--- config.mk ---
export PLATFORM = sky130hd
export DESIGN_NAME = speck_ti_share_gen
export DESIGN_NICKNAME = d
export VERILOG_FILES = /design/src/rtl/speck_ti_pkg.sv /design/src/rtl/speck_ti_rnd_collector.sv /design/src/rtl/speck_ti_share_gen.sv
export SDC_FILE = /design/constraint.sdc
export NUM_CORES = 2
export LEC_CHECK = 0
export BUFFER_PORTS_ARGS = -buffer_cell sky130_fd_sc_hd__buf_2
export CORE_AREA = 2 2 417 419
export DETAILED_ROUTE_END_ITERATION = 8
export DIE_AREA = 0 0 419 421
export HOLD_SLACK_MARGIN = 0.02
export PLACE_DENSITY_LB_ADDON = 0.05
export REMOVE_ABC_BUFFERS = 1
export SETUP_SLACK_MARGIN = 0.1
export SYNTH_ARGS = -nofsm -noshare
export SYNTH_HDL_FRONTEND = slang
export SYNTH_SLANG_ARGS = --single-unit
--- constraint.sdc ---
create_clock -name clk -period 80.8 [get_ports clk]
set_input_delay 16.16 -clock clk [delete_from_list [all_inputs] [get_ports clk]]
set_output_delay 16.16 -clock clk [all_outputs]
set_load 0.02 [all_outputs]
--- src/rtl/speck_ti_pkg.sv ---
// Shared definitions for the 3-share TI SPECK128/128 datapath: share-bundle layout
// and the masking-stage FSM encoding, used by the masking stage, speck_toplevel and benches.
package speck_ti_pkg;

  localparam int SHARE_W   = 128;
  localparam int BUNDLE_W  = 768;
  localparam int RND_BITS  = 512;

  localparam int KEY_C_LSB  = 640;
  localparam int DATA_A_LSB = 512;
  localparam int KEY_A_LSB  = 384;
  localparam int DATA_B_LSB = 256;
  localparam int KEY_B_LSB  = 128;
  localparam int DATA_C_LSB = 0;

  typedef enum logic [2:0] {
    ST_IDLE    = 3'd0,
    ST_COLLECT = 3'd1,
    ST_COMBINE = 3'd2,
    ST_START   = 3'd3,
    ST_HOLD    = 3'd4
  } state_t;

endpackage

--- src/rtl/speck_ti_rnd_collector.sv ---
// Gathers RND_BITS of fresh randomness one RND_W word at a time; word n lands at
// bit offset n*RND_W. full flags the transfer that completes the buffer.
module speck_ti_rnd_collector
  import speck_ti_pkg::*;
#(
  parameter int RND_W = 32
) (
  input  logic                clk,
  input  logic                reset,
  input  logic                clear,
  input  logic                en,
  input  logic                rnd_valid,
  input  logic [RND_W-1:0]    rnd_data,
  output logic [RND_BITS-1:0] rnd_buf,
  output logic                full
);

  localparam int N_RND = RND_BITS / RND_W;
  localparam int CNT_W = $clog2(N_RND);

  logic [CNT_W-1:0] cnt;
  logic             take;

  assign take = en & rnd_valid;
  assign full = take & (cnt == CNT_W'(N_RND - 1));

  // Word counter and buffer; clear wipes the randomness once it has been consumed.
  always_ff @(posedge clk or posedge reset) begin
    if (reset) begin
      cnt     <= {CNT_W{1'b0}};
      rnd_buf <= {RND_BITS{1'b0}};
    end else if (clear) begin
      cnt     <= {CNT_W{1'b0}};
      rnd_buf <= {RND_BITS{1'b0}};
    end else if (take) begin
      rnd_buf[cnt*RND_W +: RND_W] <= rnd_data;
      cnt                         <= cnt + CNT_W'(1);
    end
  end

endmodule

--- src/rtl/speck_ti_share_gen.sv ---
// Masking stage: splits one plaintext/key pair into three Boolean shares using fresh
// randomness and holds the 768-bit bundle for the core until it reports done.
module speck_ti_share_gen
  import speck_ti_pkg::*;
#(
  parameter int RND_W = 32
) (
  input  logic                clk,
  input  logic                reset,
  input  logic                pt_valid,
  output logic                pt_ready,
  input  logic [SHARE_W-1:0]  plaintext,
  input  logic [SHARE_W-1:0]  key,
  input  logic                rnd_valid,
  output logic                rnd_ready,
  input  logic [RND_W-1:0]    rnd_data,
  output logic [BUNDLE_W-1:0] d_out,
  output logic                core_start,
  input  logic                core_done,
  output logic                busy
);

  state_t                state;
  state_t                state_nxt;
  logic [SHARE_W-1:0]    pt_r;
  logic [SHARE_W-1:0]    key_r;
  logic                  core_done_q;
  logic [RND_BITS-1:0]   rnd_buf;
  logic                  full;
  logic                  accept;
  logic                  done_edge;
  logic                  clear;
  logic [SHARE_W-1:0]    ra_d, ra_k, rb_d, rb_k;

  assign accept    = (state == ST_IDLE) & pt_valid & pt_ready;
  assign done_edge = core_done & ~core_done_q;
  assign clear     = accept | (state == ST_COMBINE);

  assign ra_d = rnd_buf[0 +: SHARE_W];
  assign ra_k = rnd_buf[SHARE_W +: SHARE_W];
  assign rb_d = rnd_buf[2*SHARE_W +: SHARE_W];
  assign rb_k = rnd_buf[3*SHARE_W +: SHARE_W];

  speck_ti_rnd_collector #(.RND_W(RND_W)) u_collector (
    .clk       (clk),
    .reset     (reset),
    .clear     (clear),
    .en        (rnd_ready),
    .rnd_valid (rnd_valid),
    .rnd_data  (rnd_data),
    .rnd_buf   (rnd_buf),
    .full      (full)
  );

  // Next-state logic.
  always_comb begin
    state_nxt = state;
    case (state)
      ST_IDLE: begin
        if (accept) state_nxt = ST_COLLECT;
        else        state_nxt = ST_IDLE;
      end
      ST_COLLECT: begin
        if (full) state_nxt = ST_COMBINE;
        else      state_nxt = ST_COLLECT;
      end
      ST_COMBINE: state_nxt = ST_START;
      ST_START:   state_nxt = ST_HOLD;
      ST_HOLD: begin
        if (done_edge) state_nxt = ST_IDLE;
        else           state_nxt = ST_HOLD;
      end
      default:    state_nxt = ST_IDLE;
    endcase
  end

  // State and handshake outputs, registered from the next state so none is combinational.
  always_ff @(posedge clk or posedge reset) begin
    if (reset) begin
      state       <= ST_IDLE;
      pt_ready    <= 1'b1;
      rnd_ready   <= 1'b0;
      busy        <= 1'b0;
      core_start  <= 1'b0;
      core_done_q <= 1'b0;
    end else begin
      state       <= state_nxt;
      pt_ready    <= (state_nxt == ST_IDLE);
      rnd_ready   <= (state_nxt == ST_COLLECT);
      busy        <= (state_nxt != ST_IDLE);
      core_start  <= (state_nxt == ST_START);
      core_done_q <= core_done;
    end
  end

  // Secret capture, share XOR and bundle hold; unmasked values are wiped as soon as they are split.
  always_ff @(posedge clk or posedge reset) begin
    if (reset) begin
      pt_r  <= {SHARE_W{1'b0}};
      key_r <= {SHARE_W{1'b0}};
      d_out <= {BUNDLE_W{1'b0}};
    end else begin
      case (state)
        ST_IDLE: begin
          if (accept) begin
            pt_r  <= plaintext;
            key_r <= key;
          end
        end
        ST_COMBINE: begin
          d_out[KEY_C_LSB  +: SHARE_W] <= key_r ^ ra_k ^ rb_k;
          d_out[DATA_A_LSB +: SHARE_W] <= ra_d;
          d_out[KEY_A_LSB  +: SHARE_W] <= ra_k;
          d_out[DATA_B_LSB +: SHARE_W] <= rb_d;
          d_out[KEY_B_LSB  +: SHARE_W] <= rb_k;
          d_out[DATA_C_LSB +: SHARE_W] <= pt_r ^ ra_d ^ rb_d;
          pt_r  <= {SHARE_W{1'b0}};
          key_r <= {SHARE_W{1'b0}};
        end
        ST_HOLD: begin
          if (done_edge) d_out <= {BUNDLE_W{1'b0}};
        end
        default: ;
      endcase
    end
  end

endmodule
==> metrics.cfg <==
[run_status]
status = finished, final reports clean

[setup_path]
start_kind = input port
r2r-end = d_out[89]$_DFFE_PP0P_
end_kind = asynchronous set/reset pin
cp_data_arrival_time_ns = 20.79
cp.required_ns = 81.57
critPathKind = in2async
cp-startpoint = reset
r2r_start = state[1]$_DFF_PP0_
crit_fanout = 182
crit_path_end = u_collector.rnd_buf[289]$_DFFE_PP0P_
rr_worst_depth = 8
r2r_setup_slack_ns = 75.74

[timing]
setup_viol = 0
grt_setup_unrepaired = no
fin_crit_sh_pct = 24.77
skew_ns = 0.02889
fmax_ghz = 0.04997
holdWs_ns = 0.4744
max-slew-margin-rel_pct = 18.89
setup_tns_ns = 0
hold_viol_final = 0
post-route-min-period_ns = 20.01
setup_slack_ns = 60.79
tightest_slew_ns = 1.217
finalMaxSlewViolations = 0

[synth]
synth-edff-count = 0
synthArstFlopShare_pct = 100.0
syn-mean-instance-area_sq_um = 11.78
ys.warnings.count = 0
synth_area_sq_mm = 0.06210
postSynthCellCount = 5274
synthFlopType = dfrtp_1
ys_seq_elements = 1548
seq_area_frac_synth_pct = 62.38
synthDistinctLibCells = 51

[place]
io_buffers = 1064
place.gp.congestion = 0.8135
place_hpwl_mm = 154.5
place_ws_ns = 59.78

[global_route]
use_met3_pct = 5.040
grt_pass1_vias = 44751
busiest_layer = met2
grt_max_degree = 215
grt_first_pass_wirelength_mm = 336.9
grt_util_met1_pct = 33.90
antenna_found_initial = 44
met2_usage_pct = 43.12
grt_usage_pct = 26.27
grt_overflow = 0

[power_and_ir_drop]
p_leak_nw = 38.80
internal_power_mw = 1.677
p_per_area_mw_per_mm2 = 33.75
ir_drop_mv = 0.02844
pwr-share-clk_pct = 31.8
swShare_pct = 33.89
p_switching_uw = 859.4
pwr-share-comb_pct = 24.9
seqPwrFrac_pct = 43.3

[routing]
routed-via-count = 44782
drc = 0
final_antenna_net_count = 0
drt-pass1-iter-count = 5
drtIter0Drc = 3338
viasPerCell = 5.173
routedWlPerCell_microns = 27.20
routed_wirelength_mm = 235.5

[clocking]
post_cts_resized = 0
cts_hold_buf = 0
tritoncts = done
cts_max_level = 4
cts_inserted_buffers = 176
cts.path.max_buffers = 3
root_buffer = clkbuf_16
path_clk_slew_ns = 0.06
post_cts_buffers = 0
cts_sinks = 1548
clkLatencyLatePin_ns = 0.82

[final_layout]
area_growth_pct = 21.00
seqCellArea_sq_mm = 0.03874
final_cell_mix = dfrtp_1, nand2_1, buf_2
fillers = 16504
layout_commonest_cell = dfrtp_1
nets = 6471
multi_input_area_sq_mm = 0.02168
drive_gt1_share_pct = 22.92

[hold_path]
hold_path_class = reg2reg

[floorplan]
row_count = 153
ios = 1065
dieArea_sq_mm = 0.1764
core_area_sq_mm = 0.1725
start_util_pct = 36.01
dieHeight_microns = 421
die_x_microns = 419

[job]
maxCapViolCount = 0

power by group through the flow:
stage | clock, mW | sequential, mW | combinational (mW)
3_5_place_dp | 0 | 1.11 | 0.641
5_1_grt | 0.856 | 1.12 | 0.700
3_3_place_gp | 0 | 1.11 | 0.634
4_1_cts | 0.824 | 1.10 | 0.643
2_1_floorplan | 0 | 1.10 | 0.409
6_report | 0.806 | 1.10 | 0.632
metrics by stage:
step	area (sq um)	power [mW]	util, %	std cells
after global routing	75120	2.675	43.55	8648
final	75140	2.536	43.57	8657
after global placement	69330	1.742	40.19	8322
after CTS	75090	2.565	43.53	8634
after detailed placement	69330	1.751	40.19	8322
after floorplan	60210	1.512	-	4863
final cells by class:
class | count | area share (%)
Inverter | 6 | 0.04995
Multi-Input combinational cell | 3309 | 28.85
Clock buffer | 269 | 7.071
Sequential cell | 1548 | 51.55
Timing Repair Buffer | 1134 | 7.936
Antenna cell | 23 | 0.07659
Clock inverter | 43 | 0.5928
Tap cell | 2325 | 3.871
worst max-delay path, cell delays in order:
cell,delay [ns]
buf_2,0.13
inv_8,0.47
buf_4,0.80
buf_4,0.77
buf_4,0.55
buf_4,0.79
buf_12,0.75
synthesized netlist by cell type, types with 28 or more instances:
master | number | area (sq um)
buf_1 | 36 | 135.1
buf_2 | 159 | 795.8
mux2i_1 | 224 | 2242
nor2b_1 | 35 | 219.0
dfrtp_1 | 1547 | 38710
xnor2_1 | 258 | 2260
nand2_1 | 1134 | 4257
clkbuf_1 | 181 | 679.4
xor2_1 | 258 | 2260
o21ai_0 | 486 | 2432
o21ai_1 | 28 | 140.1
a22o_1 | 783 | 6858
flip-flops by register name, summed over array words and instances (netlist names):
name / flops
u_collector.cnt: 4
pt_r: 128
rnd_ready: 1
d_out: 768
busy: 1
pt_ready: 1
state: 3
core_done_q: 1
core_start: 1
u_collector.rnd_buf: 512
key_r: 128
how the worst min path moves through the flow:
| stage | from | end | slack (ns) | cells past startpoint |
|---|---|---|---|---|
| detailed placement | d_out[88]$_DFFE_PP0P_ | d_out[88]$_DFFE_PP0P_ | 0.47 | 2 |
| global placement | d_out[657]$_DFFE_PP0P_ | d_out[657]$_DFFE_PP0P_ | 0.46 | 2 |
| global route | d_out[66]$_DFFE_PP0P_ | d_out[66]$_DFFE_PP0P_ | 0.49 | 2 |
| finish | d_out[9]$_DFFE_PP0P_ | d_out[9]$_DFFE_PP0P_ | 0.47 | 2 |
| floorplan | u_collector.rnd_buf[188]$_DFFE_PP0P_ | u_collector.rnd_buf[188]$_DFFE_PP0P_ | 0.50 | 1 |
| CTS | d_out[21]$_DFFE_PP0P_ | d_out[21]$_DFFE_PP0P_ | 0.48 | 2 |
cells by family after synthesis:
logic type / count (synthesis) / synth area share, %
buffers and inverters: 417 / 3.089
xor gates and xnor gates: 517 / 7.321
DFF: 1548 / 62.38
adders and majority gates: 3 / 0.06045
and+or+nand+nor: 1227 / 7.795
muxes: 224 / 3.610
AOI/OAI and AO/OA: 1338 / 15.75
routing by layer:
metal  part of all wire [%]  wire length, microns
met3                    5.0                 11750
met4                    4.4                 10420
met2                     49                114500
met1                     42                 98730
met5                  0.047                   111
Power figures use the tool's default switching activity.
